<file path="src/rtl/conv_pkg.sv">
// conv_pkg: shared pixel type, frame defaults and 3x3 window index constants
package conv_pkg;
  localparam int PIX_W     = 8;
  localparam int IMG_W_DEF = 128;
  localparam int IMG_H_DEF = 128;
  localparam int P_TL = 0, P_TC = 1, P_TR = 2;
  localparam int P_ML = 3, P_MC = 4, P_MR = 5;
  localparam int P_BL = 6, P_BC = 7, P_BR = 8;
  typedef logic [PIX_W-1:0] pix_t;
endpackage

</file>
<file path="src/rtl/window_generator_if.sv">
// window_generator_if: pixel stream in, registered 3x3 window out
interface window_generator_if;
  import conv_pkg::*;
  pix_t pix_in;
  logic pix_valid;
  logic pix_ready;
  pix_t p0, p1, p2, p3, p4, p5, p6, p7, p8;
  logic win_valid;
  logic win_ready;
  logic frame_done;
  modport master (output pix_in, pix_valid, win_ready,
                  input  pix_ready, p0, p1, p2, p3, p4, p5, p6, p7, p8, win_valid, frame_done);
  modport slave  (input  pix_in, pix_valid, win_ready,
                  output pix_ready, p0, p1, p2, p3, p4, p5, p6, p7, p8, win_valid, frame_done);
endinterface

</file>
<file path="src/rtl/window_generator_line_ram.sv">
// line_ram: one image row of pixels, async read, write on we
module line_ram
  import conv_pkg::*;
#(
  parameter int DEPTH = 128
) (
  input  logic                     clk,
  input  logic                     i_we,
  input  logic [$clog2(DEPTH)-1:0] i_addr,
  input  pix_t                     i_wdata,
  output pix_t                     o_rdata
);
  pix_t r_mem [DEPTH];
  assign o_rdata = r_mem[i_addr];
  // row storage, contents left unreset since validity masks stale data
  always_ff @(posedge clk)
    if (i_we) r_mem[i_addr] <= i_wdata;
endmodule

</file>
<file path="src/rtl/window_generator.sv">
// window_generator: streaming 3x3 neighbourhood generator over a raster pixel stream
module window_generator
  import conv_pkg::*;
#(
  parameter int IMG_W = IMG_W_DEF,
  parameter int IMG_H = IMG_H_DEF
) (
  input logic               clk,
  input logic               rst,
  window_generator_if.slave bus
);
  localparam int CW = $clog2(IMG_W);
  localparam int RW = $clog2(IMG_H);
  logic [CW-1:0] r_col;
  logic [RW-1:0] r_row;
  pix_t          r_win [9];
  logic          r_win_valid, r_frame_done;
  pix_t          w_lb0, w_lb1;
  logic          w_accept, w_col_last, w_row_last;
  assign bus.pix_ready = !r_win_valid || bus.win_ready;
  assign w_accept      = bus.pix_valid && bus.pix_ready;
  assign w_col_last    = r_col == CW'(IMG_W - 1);
  assign w_row_last    = r_row == RW'(IMG_H - 1);
  line_ram #(.DEPTH(IMG_W)) u_lb0 (
    .clk(clk), .i_we(w_accept), .i_addr(r_col), .i_wdata(w_lb1), .o_rdata(w_lb0)
  );
  line_ram #(.DEPTH(IMG_W)) u_lb1 (
    .clk(clk), .i_we(w_accept), .i_addr(r_col), .i_wdata(bus.pix_in), .o_rdata(w_lb1)
  );
  // raster counters, window shift register and one-deep output handshake
  always_ff @(posedge clk or posedge rst)
    if (rst) begin
      r_col        <= '0;
      r_row        <= '0;
      r_win_valid  <= 1'b0;
      r_frame_done <= 1'b0;
      r_win        <= '{default: '0};
    end else begin
      r_frame_done <= w_accept && w_col_last && w_row_last;
      if (w_accept) begin
        r_col       <= w_col_last ? '0 : r_col + 1'b1;
        r_row       <= w_col_last ? (w_row_last ? '0 : r_row + 1'b1) : r_row;
        r_win_valid <= r_row >= RW'(2) && r_col >= CW'(2);
        r_win[P_TL] <= r_win[P_TC];
        r_win[P_TC] <= r_win[P_TR];
        r_win[P_TR] <= w_lb0;
        r_win[P_ML] <= r_win[P_MC];
        r_win[P_MC] <= r_win[P_MR];
        r_win[P_MR] <= w_lb1;
        r_win[P_BL] <= r_win[P_BC];
        r_win[P_BC] <= r_win[P_BR];
        r_win[P_BR] <= bus.pix_in;
      end else if (bus.win_ready) r_win_valid <= 1'b0;
    end
  assign bus.p0         = r_win[P_TL];
  assign bus.p1         = r_win[P_TC];
  assign bus.p2         = r_win[P_TR];
  assign bus.p3         = r_win[P_ML];
  assign bus.p4         = r_win[P_MC];
  assign bus.p5         = r_win[P_MR];
  assign bus.p6         = r_win[P_BL];
  assign bus.p7         = r_win[P_BC];
  assign bus.p8         = r_win[P_BR];
  assign bus.win_valid  = r_win_valid;
  assign bus.frame_done = r_frame_done;
endmodule
</file>
<file path="src/flat_wrapper.sv">
// flat-port wrapper written by rule: the top's interface ports become plain ports
module window_generator_flat import conv_pkg::*;
#(
  parameter int IMG_W = IMG_W_DEF,
  parameter int IMG_H = IMG_H_DEF
)
  (clk, rst, bus_pix_in, bus_pix_valid, bus_win_ready, bus_pix_ready, bus_p0, bus_p1, bus_p2, bus_p3, bus_p4, bus_p5, bus_p6, bus_p7, bus_p8, bus_win_valid, bus_frame_done);
  window_generator_if bus_i ();
  input logic clk;
  input logic rst;
  input wire logic [$bits(bus_i.pix_in)-1:0] bus_pix_in;
  input wire logic [$bits(bus_i.pix_valid)-1:0] bus_pix_valid;
  input wire logic [$bits(bus_i.win_ready)-1:0] bus_win_ready;
  output wire logic [$bits(bus_i.pix_ready)-1:0] bus_pix_ready;
  output wire logic [$bits(bus_i.p0)-1:0] bus_p0;
  output wire logic [$bits(bus_i.p1)-1:0] bus_p1;
  output wire logic [$bits(bus_i.p2)-1:0] bus_p2;
  output wire logic [$bits(bus_i.p3)-1:0] bus_p3;
  output wire logic [$bits(bus_i.p4)-1:0] bus_p4;
  output wire logic [$bits(bus_i.p5)-1:0] bus_p5;
  output wire logic [$bits(bus_i.p6)-1:0] bus_p6;
  output wire logic [$bits(bus_i.p7)-1:0] bus_p7;
  output wire logic [$bits(bus_i.p8)-1:0] bus_p8;
  output wire logic [$bits(bus_i.win_valid)-1:0] bus_win_valid;
  output wire logic [$bits(bus_i.frame_done)-1:0] bus_frame_done;
  assign bus_i.pix_in = bus_pix_in;
  assign bus_i.pix_valid = bus_pix_valid;
  assign bus_i.win_ready = bus_win_ready;
  assign bus_pix_ready = bus_i.pix_ready;
  assign bus_p0 = bus_i.p0;
  assign bus_p1 = bus_i.p1;
  assign bus_p2 = bus_i.p2;
  assign bus_p3 = bus_i.p3;
  assign bus_p4 = bus_i.p4;
  assign bus_p5 = bus_i.p5;
  assign bus_p6 = bus_i.p6;
  assign bus_p7 = bus_i.p7;
  assign bus_p8 = bus_i.p8;
  assign bus_win_valid = bus_i.win_valid;
  assign bus_frame_done = bus_i.frame_done;
  window_generator #(.IMG_W(IMG_W), .IMG_H(IMG_H)) u_core (.clk(clk), .rst(rst), .bus(bus_i));
endmodule
</file>
<file path="config.mk">
export PLATFORM = sky130hd
export DESIGN_NAME = window_generator_flat
export DESIGN_NICKNAME = d
export VERILOG_FILES = /design/src/rtl/conv_pkg.sv /design/src/rtl/window_generator_if.sv /design/src/rtl/window_generator_line_ram.sv /design/src/rtl/window_generator.sv /design/src/flat_wrapper.sv
export SDC_FILE = /design/constraint.sdc
export NUM_CORES = 2
export LEC_CHECK = 0
export BUFFER_PORTS_ARGS = -buffer_cell sky130_fd_sc_hd__buf_2
export CORE_UTILIZATION = 45
export CTS_BUF_LIST = sky130_fd_sc_hd__clkbuf_4 sky130_fd_sc_hd__clkbuf_8
export DETAILED_ROUTE_END_ITERATION = 10
export PLACE_DENSITY = 0.68
export REMOVE_ABC_BUFFERS = 1
export SYNTH_ARGS = -nofsm -noshare
export SYNTH_HDL_FRONTEND = slang
export SYNTH_HIERARCHICAL = 1
export SYNTH_SLANG_ARGS = --single-unit
</file>
<file path="constraint.sdc">
create_clock -name clk -period 5.7 [get_ports clk]
set_clock_uncertainty 0.05 [all_clocks]
set_input_delay 1.14 -clock clk [delete_from_list [all_inputs] [get_ports clk]]
set_output_delay 1.14 -clock clk [all_outputs]
set_load 0.02 [all_outputs]
</file>
==> run metrics <==
mapped cell area=84,100 um2; via count=53,200; global-route wire length before repair=356,000 um; Mean Syn Cell Area=16.3 um2; post-synth cell types=80; net switching power=19.2 mW; synth top area cells=edfxtp_1, a221oi_1, dfrtp_1, mux2_2, nor2_1; Avg WL per Cell=30.7 um; Die Wd=434 um; vias in the first global route=50,700; Max Clk Rate=198 MHz; Post-Route WL=~250,000 um; Tightest Pin Transition=about 1.4 ns; adder and majority gate portion of the synthesized area=0.000595; Worst VDD drop=0.897 mV; top-area cell type share of the netlist area=0.732; RSZ-0062 raised after global routing=no; H-tree depth=5; synth warn=6; Placed Area=87,500 um2; number of CTS-inserted buffers=333; post-synthesis sequential area ratio=0.758; Setup CP Type=reg2reg; Reg2Reg Depth=11; maximum number of pins on one net before global-route repair=130; fin crit share=0.886; most frequent cells in the layout=edfxtp_1, nor2_1, a221oi_1; Final setup viols=0; Rel. slew slack=0.0435; CP max FO=between 100 and 150; nets@finish=5,419; CTS tree=done; post-synthesis simple-gate area fraction=0.0459; DR vias/cell=around 6.6; grt total ovfl=0; Slew Viols, Final=0; Seq pwr share=0.421; Post CTS Setup Buffer Count=0; PortBufs=86; Hold Buf Count CTS=0; Post-Synth XOR/XNOR Area=0.000625; Pwr per Cell Area=550 nW/um2; EDFF count, synth=2,048; main combinational cell family by area after synthesis=compound AO/OA/AOI/OAI gates; DP Wirelength=148,000 um; latest clock arrival within the worst-skew pair=1.04 ns; Worst Hold Slack=0.250 ns; R2R Path End=u_core/bus.p5[4]; Total GRT Usage=0.259; Resized cells post-CTS=0; min Tclk post-route=5.05 ns; clock sinks=2,136; DRC errors left=0; FF-to-FF setup slack=approximately 0.65 ns; CP Data Required Time=around 6.6 ns; number of DRC markers in iteration 0=a little under 9,000; Post-synth ARST share=0.0412; Int Power=32.4 mW; switching share of total power=0.373; FILL cells=15,200; cell area after layout=93,800 um2; Clk pwr share=0.239; startpoint class of the critical path=register; largest buffer count on any clock path=4; Setup TNS=0 ns; compound-gate portion of the synthesized area=0.122; share of layout cells above drive strength 1=0.191; initial cell density of the core=0.453; Final Hold Fails=0; I/O pin cnt=87; Hold Crit Class=in2async; TritonRoute pass-1 iters=6; #FFs+latches synth=~2,100; Die ar.=between 150,000 and 200,000 um2; Max-Cap Viols=0; initial antenna violation count=4; Die Span Y=434 um; Setup crit end kind=register; most common cell after layout, fill and taps aside=edfxtp_1; Leak=30.0 nW; clock transition at the registers of the reported paths=0.06 ns; ys flop type=edfxtp_1; cell taking the most area after synthesis=edfxtp_1; Critical Path AT=5.96 ns; mux cell area share after synthesis=0.0477; run status=complete, no violations; CTS root buffer=clkbuf_8; Routed Antenna Nets=0; Area growth syn-to-layout=11.6%; Cell Rows=158; core area=185,000 um2; reg2reg start=u_core/r_col[2]; combinational power share=0.340; gpl congestion=0.965; Syn Inst Count=5,169
==> power by group through the flow <==
| stage | clock network [mW] | registers [mW] | logic, mW |
|---|---|---|---|
| finish | 12.4 | 21.7 | 17.5 |
| detailed placement | 0 | 22.0 | 16.9 |
| floorplan | 0 | 22.7 | 7.81 |
| global route | 13.1 | 21.7 | 18.1 |
| CTS | 12.5 | 21.7 | 17.0 |
| global placement | 0 | 22.0 | 16.6 |
==> logic make-up after synthesis <==
| group | Yosys count |
|---|---|
| fa+ha+maj | 4 |
| simple gates | 889 |
| buf+inv | 412 |
| xor+xnor | 6 |
| compound gates | 1375 |
| mux | 347 |
| flops | 2136 |
==> critical path: stages (launching register included) <==
cell	delay, ns
dfrtp_4	0.74
buf_4	0.32
buf_12	0.21
nor2_1	1.09
a22oi_1	0.19
a21oi_1	0.24
a21oi_1	0.09
nand4_1	0.11
nor3b_1	0.80
a32o_4	0.27
buf_12	0.40
mux2_2	0.27
==> worst max-delay path by stage <==
stage	start	endpoint	slack, ns	cells after the start
finish	u_core/r_col[2]	u_core/bus.p5[4]	0.65	11
global route	u_core/r_col[2]	u_core/bus.p5[4]	0.73	11
CTS	u_core/r_col[0]	u_core/u_lb0/r_mem[113][1]	1.00	9
detailed placement	u_core/r_col[0]	u_core/u_lb0/r_mem[116][1]	1.07	9
global placement	u_core/r_col[2]	u_core/u_lb0/r_mem[104][0]	1.11	9
floorplan	u_core/r_col[2]	u_core/bus.p5[2]	-15.99	8
==> layout make-up <==
type / instances / area (um2) / area share
multi-input combinational: 2621 / 18300 / 0.195
tap: 2480 / 3100 / 0.0331
antenna: 3 / 7.51 / 0.0000800
timing repair buffer: 296 / 2350 / 0.0251
clock buffer: 437 / 5430 / 0.0579
sequential: 2136 / 63700 / 0.679
clock inverter: 131 / 833 / 0.00888
inverter: 15 / 61.3 / 0.000654
==> stage by stage <==
stage          worst slack [ns]  total power, mW  utilization  cells
5_1_grt                   0.725             53.0        0.506   8117
4_1_cts                    1.00             51.1        0.506   8116
2_1_floorplan            -15.99             30.6            -   4772
3_5_place_dp               1.07             38.9        0.472   7548
6_report                  0.653             51.6        0.506   8119
3_3_place_gp               1.11             38.6        0.472   7548
==> sequential cells by signal, summed over array words and instances (netlist names) <==
signal                 count
u_core/bus.win_valid       1
u_core/r_row               7
u_core/bus.p6              8
u_core/bus.frame_done      1
u_core/bus.p5              8
u_core/bus.p3              8
u_core/r_col               7
u_core/bus.p2              8
u_core/u_lb0/r_mem      1024
u_core/bus.p4              8
u_core/bus.p7              8
u_core/bus.p0              8
u_core/u_lb1/r_mem      1024
u_core/bus.p8              8
u_core/bus.p1              8
==> per-layer routing <==
metal / share of wire / up-vias / GRT usage
li1: - / 21400 / -
met1: 0.38 / 26900 / 0.358
met2: 0.44 / 4221 / 0.384
met3: 0.14 / 659 / 0.0785
met4: 0.037 / 2 / 0.0963
met5: 0.000076 / - / 0
==> cell usage after synthesis, types with 10 or more instances <==
cell      instances
a221o_1          40
buf_4            18
mux2i_1         123
dfrtp_1          88
a21oi_1         254
o211ai_1         23
a22oi_1         146
a221oi_1        440
o22a_1           22
o221ai_1         34
o21ai_0         164
nand2b_1         17
nor2_1          484
nor3_1           32
buf_6            46
nand4_1          20
nand2_1         212
a211oi_1         16
mux4_2           22
inv_1            14
o31ai_1          12
and2_1           10
nor2b_1          24
mux2_2          192
edfxtp_1       2048
a22o_1           82
clkbuf_1        144
buf_1            22
buf_2           167
o22ai_1          48
nand3_1          37
Note: power is estimated with default switching activity, not from simulation.
